$ cat src/rtl/ibus_fetcher.sv
// Instruction fetcher: walks the PC over a request/response instruction bus and hands
// (instr, pc) pairs to decode. Optional perf counters with `define IFETCH_PERF_EN.
module ibus_fetcher #(
    parameter logic [63:0] PC_RESET = 64'h0000_0000_8000_0000
) (
    input  logic        clk,
    input  logic        resetn,
    output logic        ireq_valid,
    output logic [63:0] ireq_addr,
    output logic [2:0]  ireq_size,
    input  logic        iresp_addr_ok,
    input  logic        iresp_data_ok,
    input  logic [31:0] iresp_data,
    output logic        out_valid,
    output logic [31:0] out_instr,
    output logic [63:0] out_pc,
    input  logic        out_ready,
    input  logic        redirect_valid,
    input  logic [63:0] redirect_pc
`ifdef IFETCH_PERF_EN
    ,
    output logic [63:0] perf_fetched,
    output logic [63:0] perf_wait
`endif
);

    typedef enum logic [1:0] {
        IDLE = 2'd0,
        ADDR = 2'd1,
        DATA = 2'd2,
        HOLD = 2'd3
    } state_t;

    state_t      state, state_d;
    logic [63:0] pc, pc_d;
    logic        kill_pending, kill_pending_d;
    logic [63:0] kill_pc, kill_pc_d;
    logic [31:0] instr_q, instr_q_d;
    logic [63:0] pc_plus4;
    logic [63:0] kill_target;

    assign pc_plus4    = pc + 64'd4;
    assign kill_target = redirect_valid ? redirect_pc : kill_pc;

    always_ff @(posedge clk or negedge resetn) begin
        if (!resetn) begin
            state        <= IDLE;
            pc           <= PC_RESET;
            kill_pending <= 1'b0;
            kill_pc      <= '0;
            instr_q      <= '0;
        end else begin
            state        <= state_d;
            pc           <= pc_d;
            kill_pending <= kill_pending_d;
            kill_pc      <= kill_pc_d;
            instr_q      <= instr_q_d;
        end
    end

    // Misaligned targets skip the bus entirely and go straight to HOLD.
    always_comb begin
        state_d        = state;
        pc_d           = pc;
        kill_pending_d = kill_pending;
        kill_pc_d      = kill_pc;
        instr_q_d      = instr_q;
        case (state)
            IDLE: begin
                if (redirect_valid) begin
                    pc_d    = redirect_pc;
                    state_d = (|redirect_pc[1:0]) ? HOLD : ADDR;
                end else begin
                    state_d = (|pc[1:0]) ? HOLD : ADDR;
                end
            end
            ADDR: begin
                if (iresp_addr_ok) begin
                    state_d = DATA;
                    if (redirect_valid) begin
                        kill_pending_d = 1'b1;
                        kill_pc_d      = redirect_pc;
                    end
                end else if (redirect_valid) begin
                    pc_d    = redirect_pc;
                    state_d = (|redirect_pc[1:0]) ? HOLD : ADDR;
                end
            end
            DATA: begin
                if (iresp_data_ok) begin
                    if (kill_pending || redirect_valid) begin
                        kill_pending_d = 1'b0;
                        pc_d           = kill_target;
                        state_d        = (|kill_target[1:0]) ? HOLD : ADDR;
                    end else begin
                        instr_q_d = iresp_data;
                        state_d   = HOLD;
                    end
                end else if (redirect_valid) begin
                    kill_pending_d = 1'b1;
                    kill_pc_d      = redirect_pc;
                end
            end
            HOLD: begin
                if (redirect_valid) begin
                    pc_d    = redirect_pc;
                    state_d = (|redirect_pc[1:0]) ? HOLD : ADDR;
                end else if (out_ready) begin
                    pc_d    = pc_plus4;
                    state_d = (|pc_plus4[1:0]) ? HOLD : ADDR;
                end
            end
            default: state_d = IDLE;
        endcase
    end

    assign ireq_valid = (state == ADDR);
    assign ireq_addr  = pc;
    assign ireq_size  = 3'b010;
    assign out_valid  = (state == HOLD);
    assign out_instr  = (state == HOLD && pc[1:0] == 2'b00) ? instr_q : 32'h0;
    assign out_pc     = pc;

`ifdef IFETCH_PERF_EN
    always_ff @(posedge clk or negedge resetn) begin
        if (!resetn) begin
            perf_fetched <= '0;
            perf_wait    <= '0;
        end else begin
            if (state == HOLD && out_ready)
                perf_fetched <= perf_fetched + 64'd1;
            if ((state == ADDR && !iresp_addr_ok) || (state == DATA && !iresp_data_ok))
                perf_wait <= perf_wait + 64'd1;
        end
    end
`endif

endmodule

$ cat config.mk
export PLATFORM = sky130hd
export DESIGN_NAME = ibus_fetcher
export DESIGN_NICKNAME = d
export VERILOG_FILES = /design/src/rtl/ibus_fetcher.sv
export SDC_FILE = /design/constraint.sdc
export NUM_CORES = 1
export LEC_CHECK = 0
export ABC_CLOCK_PERIOD_IN_PS = 2560
export BUFFER_PORTS_ARGS = -buffer_cell sky130_fd_sc_hd__buf_2
export CAP_MARGIN = 40
export CORE_MARGIN = 4
export CORE_UTILIZATION = 40
export CTS_CLUSTER_SIZE = 28
export DETAILED_ROUTE_END_ITERATION = 10
export SLEW_MARGIN = 25
export SYNTH_ARGS = -nofsm -noshare
export SYNTH_HDL_FRONTEND = slang
export SYNTH_SLANG_ARGS = --single-unit
$ cat constraint.sdc
create_clock -name clk -period 2.56 [get_ports clk]
set_input_delay 0.512 -clock clk [delete_from_list [all_inputs] [get_ports clk]]
set_output_delay 0.512 -clock clk [all_outputs]
set_load 0.01 [all_outputs]
==> impl_results.md, run 1 <==
- Status: completed
- Root Buffer: clkbuf_16
- WS Path Type: reg2out
- Via count of the first global-routing pass: 8263
- Worst reg-to-reg setup slack: about 0.17 ns
- Drt via density: around 5.7
- Sequential fraction of the synthesis area: 0.430
- Post-Synthesis Cell Area: between 9000 and 10000 um^2
- EDFF count, synth: 0
- Fin crit period: approximately 2.5 ns
- TritonCTS clock tree: built
- Synth area leader: dfrtp_1
- Hold_ws: 0.00633 ns
- Drt total wl: between 20000 and 30000 um
- R2R Path End: ireq_addr[44]$_DFFE_PN0P_
- Clock transition at path regs: 0.06 ns
- Fin crit share: 0.966
- PnR worst setup slack: between 0.08 and 0.09 ns
- Post-synthesis area per instance: about 9.9 um^2
- Mapped Cells: between 900 and 1000
- Sink Count: 163
- Critical Path AT: around 2 ns
- Synth area leaders: dfrtp_1 43%, mux2_2 11%, buf_4 5.3%
- Worst vdd ir: between 0.0005 and 0.0006 V
- Via count: about 8600
- Post-CTS Hold Fix Bufs: 0
- CP Capture Type: primary output
- Leak pwr: about 0.0054 uW
- Grt ovf: 0
- Die width: around 160 um
- DRT Pass-1 Iters: 5
- Slew headroom: 0.668
- Nets: approximately 1300
- Worst slew pin tran: 0.493 ns
- Largest net degree at the start of global routing: 65
- Worst Skew: 0.0107 ns
- RSZ-0062 raised after global routing: false
- Drt drc: 0
- Ys flop type: dfrtp_1
- Initial antenna violation count: 8
- I/O pin count: roughly 270
- Count of final setup violators: 0
- Placer congestion estimate: around 0.87
- Syn. warnings: 0
- Post-place setup slack: 0.206 ns
- First-pass GRT wire length: roughly 46000 um
- Total negative slack: 0 ns
- Share of layout cells above drive strength 1: 0.406
- Total power: between 10000 and 15000 uW
- Asr flop ratio synth: 1.00
- Yosys cell types: 73
- Worst hold path class: in2async
- Port bufs: 263
- Initial Util: 0.406
- Clk Latency, worst-skew pair: approximately 0.43 ns
- RR Startpoint: state[0]$_DFFE_PN0P_
- Critical path peak fanout: 9
- Fin. max-slew vios: 0
- Drt initial violations: 579
- Register bit count reported by yosys: roughly 160
- Final Util: 0.501
- GRT Total Usage: 0.220
- Post-route ant nets: 0
- Routed wire length per instance: 19.6 um
- CTS buffer count: 17
- Number of core rows: 56
- Max Fclk: a little over 400 MHz
- Post-synth top area share: 0.427
- Max H-tree Level: 4
- Startpoint Class: flip-flop
- Worst EP required: 2.05 ns
- FF-to-FF path depth: 9
- Max_cap viols: 0
- Die H: 162 um
- Final HPWL DP: between 20000 and 25000 um
- CORE AREA: approximately 23000 um^2
- Pwr dens: roughly 1200 nW/um^2
- CTS max path bufs: 2
- Total die area: approximately 26000 um^2
- Syn-to-layout area delta: 23.5%
- Final-report hold violation count: 0
==> worst max-delay path by stage <==
stage                                    start                   endpoint  cells after the start
final                     state[0]$_DFFE_PN0P_              out_instr[17]                      7
after global routing      state[0]$_DFFE_PN0P_              out_instr[17]                      7
after CTS                 state[0]$_DFFE_PN0P_               out_instr[6]                      6
after detailed placement  state[0]$_DFFE_PN0P_  ireq_addr[60]$_DFFE_PN0P_                      7
after global placement          redirect_valid  ireq_addr[45]$_DFFE_PN0P_                      7
after floorplan           state[0]$_DFFE_PN0P_  ireq_addr[54]$_DFFE_PN0P_                      8
==> layer usage <==
metal  routed length [um]  GRT usage
met1                13000      0.300
met2                13800      0.347
met3                 2420     0.0637
met4                  388     0.0577
met5                   69          0
==> logic make-up after synthesis <==
logic type	synth area share
AND/OR/NAND/NOR	0.189
buffers and inverters	0.0862
AO/OA/AOI/OAI	0.168
other	0.000791
flip-flops	0.430
adder cells (fa/ha/maj)	0.00527
multiplexers	0.120
==> stage by stage <==
stage	instances	cell area, um^2
3_3_place_gp	1474	11100
3_5_place_dp	1474	11100
5_1_grt	1512	11700
4_1_cts	1505	11600
2_1_floorplan	963	9490
6_report	1512	11700
==> where the power goes <==
group	internal (uW)	switching [uW]	total, uW
logic	3100	3620	6710
registers	3820	1280	5100
clock network	1480	1050	2530
total	8400	5940	14300
==> synth_stat cells, types with 6 or more instances <==
| cell type | count |
|---|---|
| a21oi_1 | 24 |
| a221oi_1 | 9 |
| a22o_1 | 8 |
| a22oi_1 | 45 |
| a311o_1 | 6 |
| a31oi_1 | 9 |
| and2_1 | 40 |
| and3_1 | 11 |
| buf_2 | 15 |
| buf_4 | 67 |
| clkbuf_1 | 44 |
| dfrtp_1 | 162 |
| inv_1 | 16 |
| mux2_2 | 96 |
| nand2_1 | 73 |
| nand3_1 | 32 |
| nand4_1 | 36 |
| nor2_1 | 39 |
| nor3_1 | 17 |
| nor4_1 | 24 |
| o211ai_1 | 12 |
| o21ai_0 | 46 |
| o22ai_1 | 8 |
| o311ai_0 | 6 |
| o31a_1 | 9 |
| or3_1 | 11 |
| or4_1 | 6 |
==> cell type report <==
class                   count  area (um^2)
clock buffers              22          464
diodes                      2         5.00
well taps                 319          399
clock inverters             9          104
fillers                  2226        11700
repair buffers            327         1920
inverters                  16         60.1
flip-flops and latches    163         4080
multi-input cells         654         4690
==> critical path, cell delays in order (launching register included) <==
cell and delay, ns:
dfrtp_1 0.43, ha_4 0.17, buf_8 0.14, nor3b_4 0.24
buf_4 0.16, buf_6 0.12, and2_1 0.13, buf_2 0.13
==> sequential cells by signal (all words and copies together) (netlist names) <==
signal,cells
kill_pending,1
ireq_addr,64
instr_q,32
state,2
kill_pc,64
==> layout by cell type, fill, tap and decap left out, drive strengths merged, types with 3 or more instances in the layout <==
master	n
a21oi	24
a221oi	9
a222oi	5
a22o	8
a22oi	45
a311o	6
a31oi	9
a41oi	3
and2	40
and3	11
and4	4
buf	327
clkbuf	22
clkinv	4
conb	3
dfrtp	162
ha	4
inv	17
mux2	97
mux2i	5
nand2	74
nand2b	3
nand3	35
nand4	38
nor2	39
nor2b	5
nor3	18
nor4	28
o2111ai	3
o211ai	12
o21a	3
o21ai	46
o22ai	8
o2bb2ai	3
o311ai	7
o31a	9
o31ai	4
o41ai	3
or3	13
or4	7
==> repair_timing <==
item,in CTS,in global routing
pin swaps,0,1
endpoints found under the hold margin,0,0
gates cloned,0,3
setup endpoints to repair,1,23
setup buffers,0,2
resized for setup,1,12
(Power assumes the default switching activity.)
==> run 2, diff against run 1 <==
- RECOVER_POWER: not set -> 50
==> run 2 against run 1 <==
Sequential power about the same; die area unchanged; combinational power down 3%; non-clock buffer count unchanged; sequential share of layout area up 0.47 points; count of clock-buffer cells in the layout unchanged; critical path type unchanged; largest power group unchanged; highest routed layer unchanged.
==> impl_results.md, run 2 (synthesized netlist as in run 1, its figures left out) <==
- Worst slew pin tran: about 1.3 ns
- Initial Util: 0.406
- Fin crit period: 2.47 ns
- Count of final setup violators: 0
- Total negative slack: 0 ns
- Slowest-stage cell, CP: dfrtp_1
- Drt drc: 0
- Nets: ~1300
- Worst Skew: 0.0110 ns
- Share of layout cells above drive strength 1: 0.337
- RSZ-0062 raised after global routing: false
- TritonCTS clock tree: built
- Initial antenna violation count: 8
- Drt via density: around 5.7
- Sink Count: 163
- Die width: ~160 um
- Critical Path AT: approximately 2 ns
- Status: completed
- GRT Total Usage: 0.220
- Clock transition at path regs: 0.07 ns
- Fin crit share: 0.967
- Final HPWL DP: approximately 21000 um
- Number of core rows: 56
- CTS max path bufs: 2
- Post-route ant nets: 0
- First-pass GRT wire length: 46300 um
- Worst EP required: around 2.1 ns
- Via count of the first global-routing pass: a little over 8000
- Syn-to-layout area delta: 21.8%
- Slowest cell delay on critical path: about 0.43 ns
- Largest net degree at the start of global routing: 65
- Slew headroom: 0.160
- Max_cap viols: 0
- Root Buffer: clkbuf_16
- Final-report hold violation count: 0
- Commonest non-fill, non-tap cell in the layout: buf_2
- CP Capture Type: primary output
- Post-CTS Hold Fix Bufs: 0
- CORE AREA: approximately 23000 um^2
- Max H-tree Level: 4
- Pwr dens: between 1000 and 1500 nW/um^2
- Fin cells: roughly 1500
- Worst hold path class: in2reg
- Clk Latency, worst-skew pair: about 0.43 ns
- Fin. max-slew vios: 0
- Routed wire length per instance: roughly 20 um
- I/O pin count: ~270
- Port bufs: ~260
- Leak pwr: roughly 0.0051 uW
- Placed insts: ~1500
- Critical path peak fanout: 9
- CTS buffer count: 17
- Crit path cell chain: ha_4 -> buf_8 -> nor3b_4 -> buf_4 -> buf_6 -> and2_1 -> buf_2
- Filler instances: 2303
- WS Path Type: reg2out
- Placer congestion estimate: about 0.87
- Worst vdd ir: 0.000513 V
- Max Fclk: 404 MHz
- Startpoint Class: flip-flop
- Via count: approximately 8600
- Commonest non-fill, non-tap cells in the layout: 192 x buf_2, 162 x dfrtp_1, 96 x mux2_2
- Grt ovf: 0
- Drt total wl: slightly below 30000 um
- Total die area: roughly 26000 um^2
- Hold_ws: slightly above 0.3 ns
- DRT Pass-1 Iters: 5
- Drt initial violations: 660
- Die H: 162 um
[run 2: changes by cell type in the layout (fill, tap and decap cells not counted)]
cell      delta
buf_12       -1
clkbuf_2     +4
buf_6        -1
clkbuf_1    +82
buf_4       -13
buf_2       -71
[run 2: area by class of cell]
type / count / area [um^2] / area share
flip-flops and latches: 163 / 4080 / 0.353
clock buffers: 22 / 464 / 0.0401
well taps: 319 / 399 / 0.0345
diodes: 2 / 5.00 / 0.000433
clock inverters: 9 / 104 / 0.00898
inverters: 16 / 60.1 / 0.00519
multi-input cells: 654 / 4690 / 0.405
repair buffers: 327 / 1760 / 0.152
[run 2: per-layer routing]
layer,share of wire,track usage
met5,0.0023,0
met3,0.079,0.0637
met1,0.44,0.300
met2,0.47,0.347
met4,0.013,0.0577
[run 2: power breakdown]
part / switching (uW) / internal [uW]
logic: 3630 / 2890
registers: 1290 / 3820
clock network: 1050 / 1480
total: 5970 / 8180
[run 2: critical path: cells and delay by family, from the launching register on]
kind	cells	cell delay [ns]
fa+ha+maj	1	0.17
buf+inv	4	0.55
flops	1	0.43
simple gates	2	0.37
[run 2: worst paths after layout]
path | from | endpoint | slack (ns) | cells after the start
min in group asynchronous | resetn | kill_pc[20]$_DFFE_PN0P_ | 0.33 | 1
hold / removal | iresp_data[12] | instr_q[12]$_DFFE_PN0P_ | 0.31 | 2
hold reg to reg | instr_q[14]$_DFFE_PN0P_ | instr_q[14]$_DFFE_PN0P_ | 0.50 | 1
setup / recovery | state[0]$_DFFE_PN0P_ | out_instr[17] | 0.09 | 7
setup reg to reg | state[0]$_DFFE_PN0P_ | ireq_addr[44]$_DFFE_PN0P_ | 0.16 | 9
max in group asynchronous | resetn | instr_q[27]$_DFFE_PN0P_ | 0.50 | 2
[run 2: what timing repair did]
action / CTS / global route
endpoints found under the setup margin: 1 / 23
gates resized for setup: 1 / 12
gates cloned: 0 / 3
buffers inserted: 0 / 2
pin swaps: 0 / 1
[run 2: stage by stage]
stage	setup slack, ns	utilization	power [uW]	cell area [um^2]
after global routing	0.00220	0.494	15200	11600
after CTS	0.0436	0.498	14300	11600
after detailed placement	0.206	0.473	11800	11100
after global placement	0.243	0.473	11600	11100
final	0.0857	0.494	14200	11600
after floorplan	0.267	-	9540	9490
